File: src/rtl/seqdet_pkg.sv
// Shared constants and helpers for the programmable serial sequence detector.
// Holds the reset-time defaults, the mode encoding and the length-width helper.
package seqdet_pkg;

   localparam logic MODE_OVERLAP    = 1'b1;
   localparam logic MODE_NONOVERLAP = 1'b0;

   localparam logic [31:0] SEQDET_DEFAULT_PATTERN = 32'b0000_1001;
   localparam int          SEQDET_DEFAULT_LEN     = 4;
   localparam logic        SEQDET_DEFAULT_OVERLAP = MODE_OVERLAP;

   // Smallest number of bits that can hold values 0..value-1.
   function automatic int clog2(input int value);
      int result;
      result = 0;
      while ((1 << result) < value) begin
         result = result + 1;
      end
      return result;
   endfunction

endpackage

File: src/rtl/seqdet_shift_window.sv
// Serial history window: shift register, fill counter and masked pattern compare.
// The hit output is combinational and refers to the sample presented this cycle.
module seqdet_shift_window
   import seqdet_pkg::*;
#(
   parameter int MAX_LEN = 8,
   parameter int LEN_W   = clog2(MAX_LEN + 1)
)(
   input  logic               clk,
   input  logic               rst_n,
   input  logic               clear,
   input  logic               sample,
   input  logic               din,
   input  logic               nonoverlap,
   input  logic [MAX_LEN-1:0] pattern,
   input  logic [LEN_W-1:0]   len,
   output logic               hit
);

   logic [MAX_LEN-1:0] history;
   logic [LEN_W-1:0]   fill;
   logic [MAX_LEN:0]   window;
   logic [MAX_LEN-1:0] mask;
   logic               enough;
   logic               equal;

   assign window = {history, din};

   always_comb begin
      mask = '0;
      for (int i = 0; i < MAX_LEN; i++) begin
         mask[i] = (i < int'(len));
      end
   end

   // The top window bit is always masked off: at most MAX_LEN bits are compared.
   assign enough = ({1'b0, fill} + (LEN_W + 1)'(1)) >= {1'b0, len};
   assign equal  = ((window ^ {1'b0, pattern}) & {1'b0, mask}) == '0;
   assign hit    = sample & enough & equal;

   // A non-overlapping match restarts the fill count but the history keeps shifting.
   always_ff @(posedge clk or negedge rst_n) begin
      if (!rst_n) begin
         history <= '0;
         fill    <= '0;
      end else if (clear) begin
         history <= '0;
         fill    <= '0;
      end else if (sample) begin
         history <= window[MAX_LEN-1:0];
         if (hit && nonoverlap) begin
            fill <= '0;
         end else if (fill != LEN_W'(MAX_LEN)) begin
            fill <= fill + LEN_W'(1);
         end
      end
   end

endmodule

File: src/rtl/param_sequence_detector.sv
// Runtime-programmable serial pattern detector with overlap control and a
// saturating match counter; rejected configuration writes pulse cfg_err.
module param_sequence_detector
   import seqdet_pkg::*;
#(
   parameter int               MAX_LEN         = 8,
   parameter int               COUNT_W         = 16,
   parameter logic [MAX_LEN-1:0] DEFAULT_PATTERN = MAX_LEN'(SEQDET_DEFAULT_PATTERN),
   parameter int               DEFAULT_LEN     = SEQDET_DEFAULT_LEN,
   parameter logic             DEFAULT_OVERLAP = SEQDET_DEFAULT_OVERLAP,
   localparam int              LEN_W           = clog2(MAX_LEN + 1)
)(
   input  logic               clk,
   input  logic               rst_n,
   input  logic               din,
   input  logic               din_valid,
   input  logic               cfg_load,
   input  logic [MAX_LEN-1:0] cfg_pattern,
   input  logic [LEN_W-1:0]   cfg_len,
   input  logic               cfg_overlap,
   input  logic               count_clr,
   output logic               dout,
   output logic [COUNT_W-1:0] match_count,
   output logic               cfg_err
);

   logic [MAX_LEN-1:0] pattern_q;
   logic [LEN_W-1:0]   len_q;
   logic               overlap_q;
   logic               cfg_ok;
   logic               load_ok;
   logic               sample;
   logic               hit;

   assign cfg_ok  = (cfg_len != '0) && (cfg_len <= LEN_W'(MAX_LEN));
   assign load_ok = cfg_load & cfg_ok;
   // A sample arriving with an accepted reload belongs to neither configuration.
   assign sample  = din_valid & ~load_ok;

   seqdet_shift_window #(
      .MAX_LEN (MAX_LEN),
      .LEN_W   (LEN_W)
   ) u_window (
      .clk        (clk),
      .rst_n      (rst_n),
      .clear      (load_ok),
      .sample     (sample),
      .din        (din),
      .nonoverlap (overlap_q == MODE_NONOVERLAP),
      .pattern    (pattern_q),
      .len        (len_q),
      .hit        (hit)
   );

   always_ff @(posedge clk or negedge rst_n) begin
      if (!rst_n) begin
         pattern_q <= DEFAULT_PATTERN;
         len_q     <= LEN_W'(DEFAULT_LEN);
         overlap_q <= DEFAULT_OVERLAP;
      end else if (load_ok) begin
         pattern_q <= cfg_pattern;
         len_q     <= cfg_len;
         overlap_q <= cfg_overlap;
      end
   end

   // Clearing the counter wins over a match landing in the same cycle.
   always_ff @(posedge clk or negedge rst_n) begin
      if (!rst_n) begin
         dout        <= 1'b0;
         cfg_err     <= 1'b0;
         match_count <= '0;
      end else begin
         dout    <= hit;
         cfg_err <= cfg_load & ~cfg_ok;
         if (count_clr) begin
            match_count <= '0;
         end else if (hit && (match_count != '1)) begin
            match_count <= match_count + COUNT_W'(1);
         end
      end
   end

endmodule

File: config.mk
export PLATFORM = sky130hd
export DESIGN_NAME = param_sequence_detector
export DESIGN_NICKNAME = d
export VERILOG_FILES = /design/src/rtl/seqdet_pkg.sv /design/src/rtl/seqdet_shift_window.sv /design/src/rtl/param_sequence_detector.sv
export SDC_FILE = /design/constraint.sdc
export NUM_CORES = 1
export LEC_CHECK = 0
export CAP_MARGIN = 20
export CORE_UTILIZATION = 48
export CTS_CLUSTER_DIAMETER = 200
export CTS_CLUSTER_SIZE = 20
export DETAILED_ROUTE_END_ITERATION = 10
export PLACE_DENSITY_LB_ADDON = 0.3
export SKIP_LAST_GASP = 1
export SLEW_MARGIN = 20
export SYNTH_ARGS = -nofsm -noshare
export SYNTH_HDL_FRONTEND = slang
export SYNTH_SLANG_ARGS = --single-unit
File: constraint.sdc
create_clock -name clk -period 2.2 [get_ports clk]
set_input_delay 0.22 -clock clk [delete_from_list [all_inputs] [get_ports clk]]
set_output_delay 0.22 -clock clk [all_outputs]
set_load 0.1 [all_outputs]
==> summary.txt, run 1 <==
Critical path
  – CP Buf/Inv Count: 2
  – Crit path max-delay cell type: dfrtp_2
  – Worst Setup End Kind: flip-flop
  – Crit-path max FO: 12
  – Worst path max stage delay: 0.47 ns
  – Crit path max-delay family: compound AO/OA/AOI/OAI gates
  – Critical setup path kind: flip-flop to flip-flop
  – Startpoint Class: flip-flop
  – Cell Chain, Critical Path: ha_4, xor2_2, ha_4, o21ai_2, o21ai_2, nand3_4, buf_4, clkbuf_16, o31ai_1, a21oi_2
  – CP Data Required Time: 2.37 ns
  – Crit path DAT: 2.54 ns
  – Flop-to-flop setup slack: -0.16 ns

Clocking
  – Clk slew on worst S/H paths: 0.09 ns
  – Worst-Skew Late Latency: 0.30 ns
  – TritonCTS clock tree: built
  – Root Buffer: clkbuf_8
  – Clock buffer depth: 2
  – H-tree depth: 2
  – Num Clock Sinks: 42
  – CTS Buf Count: 5

Synthesis
  – Synth area leaders: dfrtp_1 42%, nand2_1 6.7%, dfstp_2 4.6%
  – Syn Nets: 271
  – Top-area cell type share of the netlist area: 41.7%
  – Fraction of registers with async set/reset: 100%
  – Most frequent cell after synthesis: nand2_1
  – Main flop type after synthesis: dfrtp_1
  – Seq/Total Area, Yosys: 46.3%
  – Syn Std Cell Area: 0.00228 sq mm
  – Synth unique cells: 41
  – Top cells by count, synth: 41 x nand2_1, 38 x dfrtp_1, 20 x a21oi_1
  – EDFF count, synth: 0
  – Yosys warns: 0
  – Synth Area per Inst: 9.31 sq um
  – Synth Instances: 245
  – Most area-hungry cell type in the Yosys netlist: dfrtp_1
  – #FFs+latches synth: 42

Job
  – # Max-Cap Violations: 0

Place
  – Hpwl dp: 3890 um
  – Gpl congestion: 0.907
  – Post-DP Area: 0.00292 sq mm
  – Dpl ws: -0.151 ns
  – # port buffers: 36

STA
  – FMAX: 0.423 GHz
  – # setup viols final: 19
  – WHS: 0.303 ns
  – Worst Clk Skew: 0.0110 ns
  – Slew @ Worst Pin: 0.313 ns
  – Final Hold Viols: 0
  – Final Max Tran Viols: 0
  – Setup TNS: -1.94 ns
  – Tcrit/Tclk final: 107%
  – RSZ-0062 raised after global routing: yes
  – Final worst-path setup slack: -0.163 ns
  – Minimum clock period: 2.36 ns
  – Rel. slew slack: 79.0%

Floorplan
  – Ports: 37
  – Row cnt: 24
  – Die Span Y: 70.9 um
  – Core footprint: 0.00447 sq mm
  – Initial core utilization: 51.0%
  – Die W: 70.9 um
  – Overall die area: 0.00503 sq mm

Finish
  – Layout cell share with drive strength beyond 1: 41.1%
  – Post-layout nets: 344
  – Core Util, Final: 75.6%
  – Antenna fix cells: 0
  – Fillers: 314
  – Cell area after layout: 0.00338 sq mm
  – Layout area overhead: 48.3%

Pwr
  – Power per cell area: 900 mW/mm^2
  – Leak: 1.47 nW
  – Maximum vdd drop: 0.587 mV

Outcome
  – Outcome: finished with violations
  – Failing checks: setup timing

Routing
  – Average vias per placed instance: 5.73
  – DRT Pass-1 Iters: 6
  – Antenna Nets Post-Route: 0
  – Wire per inst: 16.2 um
  – Vias: 2127
  – DRC: 0
  – Initial DRC Count: 164
  – WL final: 6020 um

GRT
  – Initial antenna violation count: 0
  – Largest net degree at the start of global routing: 26
  – Total gr overflow: 0
  – Global-route wire length before repair: 9420 um
  – Overall global routing resource usage: 23.8%
  – Vias in the first global route: 2056

Min path
  – Worst Hold Class: primary input to async pin
==> area by class of cell <==
class	instances	area (sq um)	area share, %
Tap cell	52	65.1	1.92
Clock buffer	6	82.6	2.44
Multi-Input combinational cell	181	1370	40.5
Timing Repair Buffer	75	664	19.6
Sequential cell	42	1090	32.3
Inverter	13	48.8	1.44
Clock inverter	2	60.1	1.78
==> state kept, by name, indices dropped and copies added, names as in the netlist <==
register / count
match_count: 16
pattern_q: 8
u_window.history: 7
len_q: 4
u_window.fill: 4
cfg_err: 1
dout: 1
overlap_q: 1
==> worst reg2reg max path, stage by stage, from the launching register on <==
cell,delay [ns]
dfrtp_2,0.47
ha_4,0.19
xor2_2,0.16
ha_4,0.28
o21ai_2,0.06
o21ai_2,0.20
nand3_4,0.13
buf_4,0.17
clkbuf_16,0.16
o31ai_1,0.32
a21oi_2,0.11
==> per-stage QoR <==
| stage | instances | power (W) |
|---|---|---|
| 2_1_floorplan | 245 | 0.00146 |
| 3_3_place_gp | 354 | 0.00177 |
| 3_5_place_dp | 354 | 0.00180 |
| 4_1_cts | 367 | 0.00269 |
| 5_1_grt | 371 | 0.00317 |
| 6_report | 371 | 0.00305 |
==> placed cells by master (no fill, tap or decap), types with 3 or more instances in the layout <==
master / netlist / routed
buf_4: 0 / 50
nand2_1: 41 / 41
dfrtp_1: 38 / 21
clkdlybuf4s50_1: 0 / 17
inv_1: 13 / 12
a21oi_2: 0 / 12
dfrtp_2: 0 / 11
nor2_1: 10 / 10
o31ai_1: 10 / 8
a21oi_1: 20 / 8
mux2i_1: 9 / 8
nand4_1: 7 / 7
o21ai_0: 7 / 6
clkbuf_8: 0 / 6
dfrtp_4: 0 / 6
xor2_1: 6 / 5
or3_1: 7 / 5
nand3_1: 7 / 5
or4_1: 10 / 5
or4_4: 0 / 5
ha_4: 0 / 5
xnor2_1: 5 / 4
dfstp_2: 4 / 4
nand2b_1: 3 / 3
o22ai_1: 3 / 3
nand3_4: 0 / 3
and3_1: 3 / 3
o21ai_1: 4 / 3
buf_6: 1 / 3
==> routing by layer <==
layer	part of all wire [%]	GRT usage (%)
met1	43	30.8
met2	51	40.8
met3	4.0	4.70
met4	1.0	6.44
met5	0	0
==> where the power goes <==
part | internal (W) | leakage (nW) | switching (W)
sequential | 0.000853 | 0.523 | 0.0000787
combinational | 0.000689 | 0.876 | 0.000657
clock | 0.000484 | 0.0714 | 0.000284
total | 0.00203 | 1.47 | 0.00102
==> timing repair <==
action	4_1_cts	5_1_grt
endpoints found under the setup margin	19	19
hold buffers	1	0
cloned	0	2
resized for setup	9	34
setup buffers	4	2
hold endpoints to repair	6	0
pin swaps	12	19
==> logic make-up (layout without fill, tap and decap cells) <==
family                   Yosys count  after routing  synth area share (%)
AND/OR/NAND/NOR                  102            102                  23.9
AO/OA/AOI/OAI                     51             51                  13.4
flip-flops                        42             42                  46.3
buffers and inverters             22             96                  3.95
XOR/XNOR                          11             11                  4.22
multiplexers                      10             10                  4.44
adder cells (fa/ha/maj)            7              7                  3.84
==> final timing paths <==
check | from | to | depth (start not counted)
min in group clk | cfg_pattern[3] | pattern_q[3] | 3
worst min-delay path | rst_n | cfg_err | 2
max in group asynchronous | rst_n | pattern_q[3] | 3
worst max-delay path | u_window.fill[0] | match_count[5] | 10
worst min register to register | pattern_q[3] | pattern_q[3] | 2
worst max register to register | u_window.fill[0] | match_count[5] | 10
(Power assumes the default switching activity.)
==> run 2, diff against run 1 <==
- CORE_UTILIZATION: 48 -> 47
- CTS_CLUSTER_SIZE: 20 -> 30
==> summary.txt, run 2 (synthesis gave the netlist of run 1 again) <==
Min path
  – WHS Path Cells: 3
  – Worst Hold Class: primary input to flip-flop

Floorplan
  – Initial core utilization: 50.6%
  – Die W: 71.7 um
  – Overall die area: 0.00514 sq mm
  – Core footprint: 0.00450 sq mm
  – Row cnt: 24
  – Die Span Y: 71.7 um
  – Ports: 37

Finish
  – Fillers: 327
  – Most frequent cells in the layout: 50 x buf_4, 41 x nand2_1, 22 x dfrtp_1, 17 x clkdlybuf4s50_1, 14 x a21oi_1
  – Flip-flop and latch area: 0.00109 sq mm
  – Footprint of the multi-input gates: 0.00124 sq mm
  – Post-layout nets: 342
  – Post-Layout Cell Count: 369
  – Antenna fix cells: 0
  – Layout area overhead: 38.8%
  – Reg with most FFs: match_count
  – Cell area after layout: 0.00317 sq mm
  – Most common cell after layout, fill and taps aside: buf_4
  – Biggest regs: match_count x16, pattern_q x8, u_window.history x7
  – Max reg flops: 16
  – Core Util, Final: 70.3%
  – Layout cell share with drive strength beyond 1: 33.8%

Place
  – Gpl congestion: 0.861
  – # port buffers: 36
  – Post-DP Area: 0.00290 sq mm
  – Hpwl dp: 3780 um
  – Number of instances in the placed design: 352

STA
  – RSZ-0062 raised after global routing: yes
  – Minimum clock period: 2.36 ns
  – Final Hold Viols: 0
  – FMAX: 0.424 GHz
  – Final worst-path setup slack: -0.160 ns
  – Tcrit/Tclk final: 107%
  – Rel. slew slack: 52.8%
  – Slew @ Worst Pin: 0.707 ns
  – Final Max Tran Viols: 0
  – # setup viols final: 18
  – Worst Clk Skew: 0.00866 ns

GRT
  – Overall global routing resource usage: 23.0%
  – Largest net degree at the start of global routing: 33
  – Initial antenna violation count: 0
  – Total gr overflow: 0
  – Global-route wire length before repair: 9290 um
  – Vias in the first global route: 2031

Routing
  – Antenna Nets Post-Route: 0
  – Wire per inst: 15.6 um
  – Average vias per placed instance: 5.76
  – WL final: 5740 um
  – DRC: 0
  – Vias: 2127
  – DRT Pass-1 Iters: 4
  – Initial DRC Count: 91

Pwr
  – Maximum vdd drop: 0.496 mV
  – Power per cell area: 798 mW/mm^2
  – Final Total Pwr: 0.00253 W
  – Leak: 1.41 nW

Clocking
  – Root Buffer: clkbuf_8
  – H-tree depth: 2
  – CTS Buf Count: 5
  – Worst-Skew Late Latency: 0.30 ns
  – Num Clock Sinks: 42
  – Clk slew on worst S/H paths: 0.08 ns
  – Clock buffer depth: 2
  – TritonCTS clock tree: built

Outcome
  – Failing checks: setup timing
  – Outcome: finished with violations

Job
  – # Max-Cap Violations: 0

Critical path
  – Crit path DAT: 2.58 ns
  – Critical setup path kind: flip-flop to flip-flop
  – R2R depth: 9
  – Startpoint Class: flip-flop
  – Crit-path max FO: 13
  – Worst Setup End Kind: flip-flop
  – CP Data Required Time: 2.42 ns
run 2: cell types whose count changed in the layout (fill, tap and decap cells not counted), sizes merged:
cell,delta
buf,-1
bufinv,-2
clkinv,+1
run 2: final cells by class:
| cell class | instances | area share [%] |
|---|---|---|
| inverter | 13 | 1.54 |
| timing repair buffer | 73 | 19.8 |
| tap | 52 | 2.06 |
| sequential | 42 | 34.5 |
| clock inverter | 1 | 0.158 |
| clock buffer | 7 | 2.73 |
| multi-input combinational | 181 | 39.2 |
run 2: repair_timing:
item                       4_1_cts  5_1_grt
setup endpoints to repair       19       20
pin swaps                        5        9
resized for setup                5       15
hold endpoints to repair         5        0
hold buffers                     1        0
buffers inserted                 2        5
cloned                           0        1
run 2: power by group:
| part | internal, W | switching [W] | leakage (nW) |
|---|---|---|---|
| logic | 0.000524 | 0.000572 | 0.835 |
| registers | 0.000852 | 0.0000620 | 0.524 |
| clock network | 0.000253 | 0.000264 | 0.0482 |
run 2: worst max-delay path, cell delays in order (launching register included):
cell and delay [ns]:
dfrtp_1 0.41, ha_2 0.20, xor2_1 0.14, ha_1 0.28, o21ai_1 0.07, o21ai_2 0.18, nand3_2 0.14, buf_12 0.19
or4_4 0.52, a21oi_2 0.15
run 2: worst paths after layout:
path | startpoint | end | slack (ns)
max | u_window.fill[1] | match_count[12] | -0.16
min | cfg_pattern[3] | pattern_q[3] | 0.41
max reg2reg | u_window.fill[1] | match_count[12] | -0.16
min reg2reg | overlap_q | overlap_q | 0.47
max in group asynchronous | rst_n | pattern_q[0] | 1.01
min in group asynchronous | rst_n | cfg_err | 0.50
run 2: per-stage QoR:
step           hold WS (ns)  setup slack, ns  TNS, ns
2_1_floorplan       -0.0756          -0.0157  -0.0169
3_3_place_gp          0.316          -0.0710   -0.248
3_5_place_dp          0.319           -0.142    -1.00
4_1_cts               0.411           -0.116   -0.871
5_1_grt               0.440           -0.268    -4.02
6_report              0.413           -0.160    -1.75
run 2: routing by layer:
metal	vias to the layer above	share of wire [%]	track usage (%)
met5	-	0	0
met4	0	1.1	6.10
met3	7	5.6	4.78
met2	63	49	37.5
met1	1039	44	31.4
li1	1018	-	-
==> run 3, diff against run 2 <==
- CORE_MARGIN: default -> 10
==> summary.txt, run 3 (synthesis gave the netlist of run 1 again) <==
Finish
  – Layout area overhead: 46.0%
  – Reg with most FFs: match_count
  – Most common cell after layout, fill and taps aside: buf_4
  – Most frequent cells in the layout: 49 x buf_4, 41 x nand2_1, 22 x dfrtp_1, 17 x clkdlybuf4s50_1, 14 x a21oi_1
  – Post-layout nets: 344
  – Max reg flops: 16
  – Biggest regs: match_count x16, pattern_q x8, u_window.history x7
  – Core Util, Final: 70.5%
  – Layout cell share with drive strength beyond 1: 37.0%
  – Fillers: 362
  – Antenna fix cells: 0
  – Post-Layout Cell Count: 386

Critical path
  – Crit path DAT: 2.57 ns
  – CP startpoint: u_window.fill[1]
  – Critical setup path kind: flip-flop to flip-flop
  – Reg2reg start: u_window.fill[1]
  – Crit-path max FO: 7
  – Startpoint Class: flip-flop
  – CP Data Required Time: 2.41 ns
  – Worst Setup End Kind: flip-flop

Clocking
  – TritonCTS clock tree: built
  – H-tree depth: 2
  – Worst-Skew Late Latency: 0.29 ns
  – Clock buffer depth: 2
  – CTS Buf Count: 5
  – Root Buffer: clkbuf_8
  – Clk slew on worst S/H paths: 0.08 ns
  – Num Clock Sinks: 42

Outcome
  – Failing checks: setup timing
  – Outcome: finished with violations

Floorplan
  – Core footprint: 0.00472 sq mm
  – Initial core utilization: 48.3%
  – Row cnt: 25
  – Die W: 89.7 um
  – Overall die area: 0.00804 sq mm
  – Ports: 37
  – Die Span Y: 89.7 um

Job
  – # Max-Cap Violations: 0

Pwr
  – Int Power: 0.00197 W
  – Leak: 1.47 nW
  – Maximum vdd drop: 0.604 mV
  – P_sw: 0.000975 W
  – Power per cell area: 884 mW/mm^2
  – Switching Fraction: 33.1%
  – Logic pwr share: 43.2%
  – Clk pwr share: 25.8%
  – Sequential Power Share: 31.0%

STA
  – Final Max Tran Viols: 0
  – FMAX: 0.424 GHz
  – RSZ-0062 raised after global routing: yes
  – Worst Clk Skew: 0.00591 ns
  – Final worst-path setup slack: -0.156 ns
  – Minimum clock period: 2.36 ns
  – # setup viols final: 16
  – Slew @ Worst Pin: 0.499 ns
  – Tcrit/Tclk final: 107%
  – Rel. slew slack: 66.7%
  – Setup TNS: -1.38 ns
  – Final Hold Viols: 0

GRT
  – Overall global routing resource usage: 14.7%
  – Initial antenna violation count: 0
  – Largest net degree at the start of global routing: 26
  – Vias in the first global route: 2069
  – Total gr overflow: 0
  – Global-route wire length before repair: 9450 um

Place
  – Number of instances in the placed design: 370
  – Gpl congestion: 0.851
  – # port buffers: 36
  – Hpwl dp: 4050 um
  – Dpl ws: -0.163 ns

Routing
  – Initial DRC Count: 103
  – WL final: 5950 um
  – Wire per inst: 15.4 um
  – Vias: 2118
  – Antenna Nets Post-Route: 0
  – Average vias per placed instance: 5.49
  – DRC: 0
  – DRT Pass-1 Iters: 4

Min path
  – Hold Crit Start: cfg_pattern[3]
  – Worst Hold Class: primary input to flip-flop
-- run 3: changes by cell type in the layout (fill, tap and decap cells not counted), moves of 2 or more --
cell,before,now
buf_6,2,4
bufinv_16,0,2
o31ai_2,3,5
o31ai_1,7,5
-- run 3: repair_timing --
item                                   4_1_cts  5_1_grt
resized for setup                           11       21
setup buffers                                4        1
pin swaps                                    8       16
gates cloned                                 0        2
hold buffers                                 1        0
setup endpoints to repair                   18       20
endpoints found under the hold margin       19        0
-- run 3: layer usage --
metal	global-route usage, %	part of all wire [%]
met4	3.47	0.82
met5	0	0
met1	19.3	45
met2	24.1	49
met3	2.89	4.8
-- run 3: worst max-delay path: stages, from the launching register on --
cell     delay [ns]
dfrtp_1        0.42
ha_2           0.22
xor2_2         0.15
ha_1           0.29
o21ai_2        0.05
o21ai_2        0.18
nand3_4        0.14
buf_12         0.18
or4_4          0.50
a21oi_2        0.13
-- run 3: power by group through the flow --
stage	Sequential, W	Combinational [W]	Clock (W)
after floorplan	0.000983	0.000473	0
after global placement	0.000922	0.000849	0
after detailed placement	0.000927	0.000869	0
after CTS	0.000911	0.000920	0.000760
after global routing	0.000925	0.00137	0.000785
final	0.000913	0.00127	0.000759
-- run 3: through the flow --
step                cell area (sq um)  hold WS (ns)  total power, W
finish                           3330         0.414         0.00294
global route                     3330         0.452         0.00308
CTS                              3170         0.416         0.00259
detailed placement               2940         0.212         0.00180
global placement                 2940         0.211         0.00177
floorplan                        2360       -0.0756         0.00146
-- run 3: final timing paths --
path	end	slack, ns	cells past startpoint
hold reg to reg	overlap_q	0.47	2
min in group asynchronous	u_window.history[3]	0.42	2
setup / recovery	match_count[13]	-0.16	9
hold / removal	pattern_q[3]	0.41	3
setup reg to reg	match_count[13]	-0.16	9
max in group asynchronous	pattern_q[0]	1.10	3
-- run 3: final cells by class --
type                            instances  area (sq um)  share of cell area (%)
Timing Repair Buffer                   75           668                    20.1
Multi-Input combinational cell        181          1300                    38.9
Sequential cell                        42          1090                    32.8
Clock inverter                          2          60.1                    1.80
Inverter                               13          48.8                    1.47
Tap cell                               67          83.8                    2.52
Clock buffer                            6          82.6                    2.48
